==> src/rtl/debounce_pulse_if.sv <==
// Button conditioner bundle: raw input and tick in,
// debounced level and edge strobes out.
interface debounce_pulse_if;
  logic TICK;
  logic BTN_IN;
  logic LEVEL;
  logic PRESS;
  logic RELEASE;

  modport master (
    output TICK,
    output BTN_IN,
    input  LEVEL,
    input  PRESS,
    input  RELEASE
  );

  modport slave (
    input  TICK,
    input  BTN_IN,
    output LEVEL,
    output PRESS,
    output RELEASE
  );
endinterface

==> src/rtl/debounce_pulse.sv <==
// Debouncer: synchronizer, 4-state stability FSM,
// registered level with one-cycle press/release strobes.
module debounce_pulse #(
  parameter int SYNC_STAGES   = 2,
  parameter int STABLE_CYCLES = 16,
  parameter int CNT_W         = 4
) (
  input  logic             CLK,
  input  logic             RST,
  debounce_pulse_if.slave  bus
);

  typedef enum logic [1:0] {
    LOW,
    RISE_WAIT,
    HIGH,
    FALL_WAIT
  } state_e;

  localparam logic [CNT_W-1:0] CNT_TERM =
    CNT_W'(STABLE_CYCLES - 1);

  logic [SYNC_STAGES-1:0] sync_q;
  logic                   sync_out;
  state_e                 state_q, state_d;
  logic [CNT_W-1:0]       cnt_q, cnt_d;
  logic                   level_q, level_d;
  logic                   press_q, press_d;
  logic                   rel_q, rel_d;

  assign sync_out = sync_q[SYNC_STAGES-1];

  always_ff @(posedge CLK) begin
    if (RST) begin
      sync_q  <= '0;
      state_q <= LOW;
      cnt_q   <= '0;
      level_q <= 1'b0;
      press_q <= 1'b0;
      rel_q   <= 1'b0;
    end else begin
      sync_q  <= {sync_q[SYNC_STAGES-2:0], bus.BTN_IN};
      state_q <= state_d;
      cnt_q   <= cnt_d;
      level_q <= level_d;
      press_q <= press_d;
      rel_q   <= rel_d;
    end
  end

  // A mismatch against the waited-for level wins over a tick
  always_comb begin
    state_d = state_q;
    cnt_d   = cnt_q;
    level_d = level_q;
    press_d = 1'b0;
    rel_d   = 1'b0;
    unique case (state_q)
      LOW: begin
        if (sync_out) begin
          state_d = RISE_WAIT;
          cnt_d   = '0;
        end
      end
      RISE_WAIT: begin
        if (!sync_out) begin
          state_d = LOW;
          cnt_d   = '0;
        end else if (bus.TICK && cnt_q == CNT_TERM) begin
          state_d = HIGH;
          level_d = 1'b1;
          press_d = 1'b1;
          cnt_d   = '0;
        end else if (bus.TICK) begin
          cnt_d = cnt_q + 1'b1;
        end
      end
      HIGH: begin
        if (!sync_out) begin
          state_d = FALL_WAIT;
          cnt_d   = '0;
        end
      end
      FALL_WAIT: begin
        if (sync_out) begin
          state_d = HIGH;
          cnt_d   = '0;
        end else if (bus.TICK && cnt_q == CNT_TERM) begin
          state_d = LOW;
          level_d = 1'b0;
          rel_d   = 1'b1;
          cnt_d   = '0;
        end else if (bus.TICK) begin
          cnt_d = cnt_q + 1'b1;
        end
      end
      default: begin
        state_d = LOW;
        cnt_d   = '0;
      end
    endcase
  end

  assign bus.LEVEL   = level_q;
  assign bus.PRESS   = press_q;
  assign bus.RELEASE = rel_q;

endmodule

==> src/flat_wrapper.sv <==
// flat-port wrapper written by rule: the top's interface ports become plain ports
module debounce_pulse_flat 
#(
  parameter int SYNC_STAGES   = 2,
  parameter int STABLE_CYCLES = 16,
  parameter int CNT_W         = 4
)
  (CLK, RST, bus_TICK, bus_BTN_IN, bus_LEVEL, bus_PRESS, bus_RELEASE);
  debounce_pulse_if bus_i ();
  input  logic CLK;
  input  logic RST;
  input wire logic [$bits(bus_i.TICK)-1:0] bus_TICK;
  input wire logic [$bits(bus_i.BTN_IN)-1:0] bus_BTN_IN;
  output wire logic [$bits(bus_i.LEVEL)-1:0] bus_LEVEL;
  output wire logic [$bits(bus_i.PRESS)-1:0] bus_PRESS;
  output wire logic [$bits(bus_i.RELEASE)-1:0] bus_RELEASE;
  assign bus_i.TICK = bus_TICK;
  assign bus_i.BTN_IN = bus_BTN_IN;
  assign bus_LEVEL = bus_i.LEVEL;
  assign bus_PRESS = bus_i.PRESS;
  assign bus_RELEASE = bus_i.RELEASE;
  debounce_pulse #(.SYNC_STAGES(SYNC_STAGES), .STABLE_CYCLES(STABLE_CYCLES), .CNT_W(CNT_W)) u_core (.CLK(CLK), .RST(RST), .bus(bus_i));
endmodule
==> config.mk <==
export PLATFORM = sky130hd
export DESIGN_NAME = debounce_pulse_flat
export DESIGN_NICKNAME = d
export VERILOG_FILES = /design/src/rtl/debounce_pulse_if.sv /design/src/rtl/debounce_pulse.sv /design/src/flat_wrapper.sv
export SDC_FILE = /design/constraint.sdc
export NUM_CORES = 1
export LEC_CHECK = 0
export BUFFER_PORTS_ARGS = -buffer_cell sky130_fd_sc_hd__clkbuf_2
export CORE_AREA = 2 2 39 41
export CTS_CLUSTER_SIZE = 12
export DETAILED_ROUTE_END_ITERATION = 8
export DIE_AREA = 0 0 41 43
export GPL_ROUTABILITY_DRIVEN = 0
export HOLD_SLACK_MARGIN = 0.08
export PLACE_DENSITY = 0.59
export SLEW_MARGIN = 15
export SYNTH_ARGS = -nofsm -noshare
export SYNTH_HDL_FRONTEND = slang
export SYNTH_SLANG_ARGS = --single-unit
==> constraint.sdc <==
create_clock -name CLK -period 2.5 [get_ports CLK]
set_input_delay 0.125 -clock CLK [delete_from_list [all_inputs] [get_ports CLK]]
set_output_delay 0.125 -clock CLK [all_outputs]
set_load 0.02 [all_outputs]
==> results_dict.tcl <==
set metrics [dict create \
    post_cts_buffers 0 \
    diodes 0 \
    startpoint "u_core.sync_q[1]" \
    drive_above_1_share 0.138 \
    path_max_fanout 12 \
    clock_path_buffers 2 \
    r2r_slack_ps 780 \
    crit_chain "xor2_1, or4b_1, a31oi_1" \
    start_kind "flop" \
    syn_area_per_cell_sq_um 9.00 \
    core_sq_um 1380 \
    cts_tree "built" \
    grt_pass1_wl_um 1730 \
    post-synth-top-count-cell "dfxtp_1" \
    num_vias 455 \
    finalCriticalPeriod_ps 1720 \
    critical_path_class "reg -> reg" \
    synth-edff-count 0 \
    insertion_delay_ps 270 \
    synth_common_cells "11 x dfxtp_1, 5 x nand2_1, 4 x nand3_1, 4 x nand4_1" \
    yosys.area.top_type "dfxtp_1" \
    drt_wl_total_um 1000 \
    critPathArrivalTime_ps 1920 \
    ys.warnings.count 0 \
    ys_ff_latch 11 \
    ys.flop_type "dfxtp_1" \
    grtUsageTotal 0.145 \
    worst_slew_pin_slew_ps 693 \
    cap_violations 0 \
    firstDrtPassIters 4 \
    grt.overflow.total 0 \
    relSlewSlack 0.537 \
    p_per_area_nw_per_um2 542 \
    cts_sinks 11 \
    drcViolationCount 0 \
    nets 71 \
    multi_input_area_sq_um 265 \
    finalCritPeriodShare 0.690 \
    synth_top_area_share 0.429 \
    grt_max_degree 14 \
    netlist_top_cells_area "dfxtp_1 43%, or4b_1 5.9%, nand4_1 4.9%" \
    max_freq_mhz 580 \
    fin_util 0.421 \
    cts_buffers 3 \
    status "finished clean" \
    rsz0062_at_grt "no" \
    rr_startpoint "u_core.sync_q[1]" \
    critPathTopFamily "XOR/XNOR gates" \
    syn2layout_area_growth_pct 13.7 \
    finalHoldViolCount 0 \
    fill_cells 149 \
    yosysSeqAreaShare 0.429 \
    cts.hold.buffers_added 1 \
    post-dp-hpwl_um 720 \
    cts_root_buf "clkbuf_4" \
    start_util 0.371 \
    antenna_found_initial 0 \
    syn_inst 57 \
    die_area_sq_um 1760 \
    setup_violations 0 \
    seq_area_sq_um 220 \
    io_buffers 6 \
    cp.depth 3 \
    wl_per_cell_um 12.3 \
    peakVddDrop_v 0.000229 \
    crit_slowest_cell "xor2_1" \
    crit_buf_inv 0 \
    detail_route.iter0.violations 11 \
    crit_path_max_incr_delay_ps 590 \
    critPathCaptureType "flop" \
    r2r_cells 3 \
    rows 14 \
    ctsHtreeMaxLevel 1 \
    die_h_um 43 \
    grt_pass1_vias 400 \
    crit_path_end "u_core.cnt_q[3]" \
    worstPathRequired_ps 2690 \
    slew_violations 0 \
    reg2reg_to "u_core.cnt_q[3]" \
    vias_per_cell 5.62 \
    ctsResizeCount 0 \
    holdCritPathClass "in -> reg" \
    synthDistinctLibCells 27 \
    ant_nets 0 \
    num_io_pins 7 \
    tns_ps 0 \
    whs_ps 209 \
    syn-num-nets 62 \
    syn_area_sq_um 513 \
    die_w_um 41 \
    skew_ps 1.76 \
    async_flop_share 0 \
    p_leak_nw 0.202 \
    clk_pin_slew_worst_paths_ps 70 \
]
[how the worst min path moves through the flow]
stage / end / cells after the start / startpoint
floorplan: u_core.sync_q[0] / 1 / bus_BTN_IN
global placement: u_core.sync_q[0] / 2 / bus_BTN_IN
detailed placement: u_core.sync_q[0] / 2 / bus_BTN_IN
CTS: u_core.cnt_q[2] / 2 / RST
global route: flop / 2 / RST
finish: u_core.cnt_q[2] / 2 / RST
[cells in the final DEF (no fill, tap or decap)]
cell type      count
or3b_1             1
xor2_1             1
clkbuf_2           6
a21oi_1            1
nand3_1            4
nor2b_1            3
clkbuf_4           3
nand4b_1           1
nor4_1             1
and3_1             1
dlygate4sd3_1      1
inv_1              3
clkbuf_1           1
nand2_1            5
and4_1             1
nor3_1             1
a31oi_1            3
nand4_1            4
o211ai_1           2
nand3b_1           1
nor4bb_1           1
ha_1               1
nor2_1             1
or4b_1             3
o21ai_1            1
o21ai_0            1
o311ai_1           2
dfxtp_1           11
[report_power, final]
part / leakage, nW / internal [W] / switching, W
clock network: 0.0150 / 0.0000617 / 0.0000607
registers: 0.0891 / 0.000177 / 0.00000206
logic: 0.0980 / 0.00000550 / 0.00000902
total: 0.202 / 0.000244 / 0.0000718
[stage by stage]
stage          setup WS [ps]  instances  instance area (sq um)  power [W]
6_report                 776         81                    583   0.000316
5_1_grt                  594         81                    583   0.000328
3_3_place_gp             872         76                    547   0.000196
4_1_cts                  804         81                    583   0.000316
3_5_place_dp             820         76                    547   0.000196
2_1_floorplan           1200         57                    513   0.000192
[cells by family (layout without fill, tap and decap cells)]
| family | count (synthesis) | count (layout) | share of synthesized area |
|---|---|---|---|
| compound gates | 10 | 10 | 0.129 |
| xor+xnor | 1 | 1 | 0.0171 |
| fa+ha+maj | 1 | 1 | 0.0244 |
| buf+inv | 6 | 14 | 0.0536 |
| flops | 11 | 11 | 0.429 |
| simple gates | 28 | 28 | 0.346 |
[final cells by class]
type / instances / area share
multi-input combinational: 40 / 0.455
sequential: 11 / 0.378
timing repair buffer: 7 / 0.0687
clock buffer: 4 / 0.0451
tap: 16 / 0.0343
inverter: 3 / 0.0193
[metal layers]
layer / vias to the layer above / global-route usage / routed length, um
met5: - / 0 / 0
met4: 0 / 0.100 / 28
met3: 4 / 0.0314 / 26
met2: 6 / 0.188 / 438
met1: 210 / 0.203 / 506
li1: 235 / - / -
[state kept, by name (all words and copies together) (netlist names), named ones only]
register            flops
u_core.bus.RELEASE      1
u_core.bus.LEVEL        1
u_core.cnt_q            4
u_core.sync_q           2
u_core.state_q          1
u_core.bus.PRESS        1
Power figures use the tool's default switching activity.
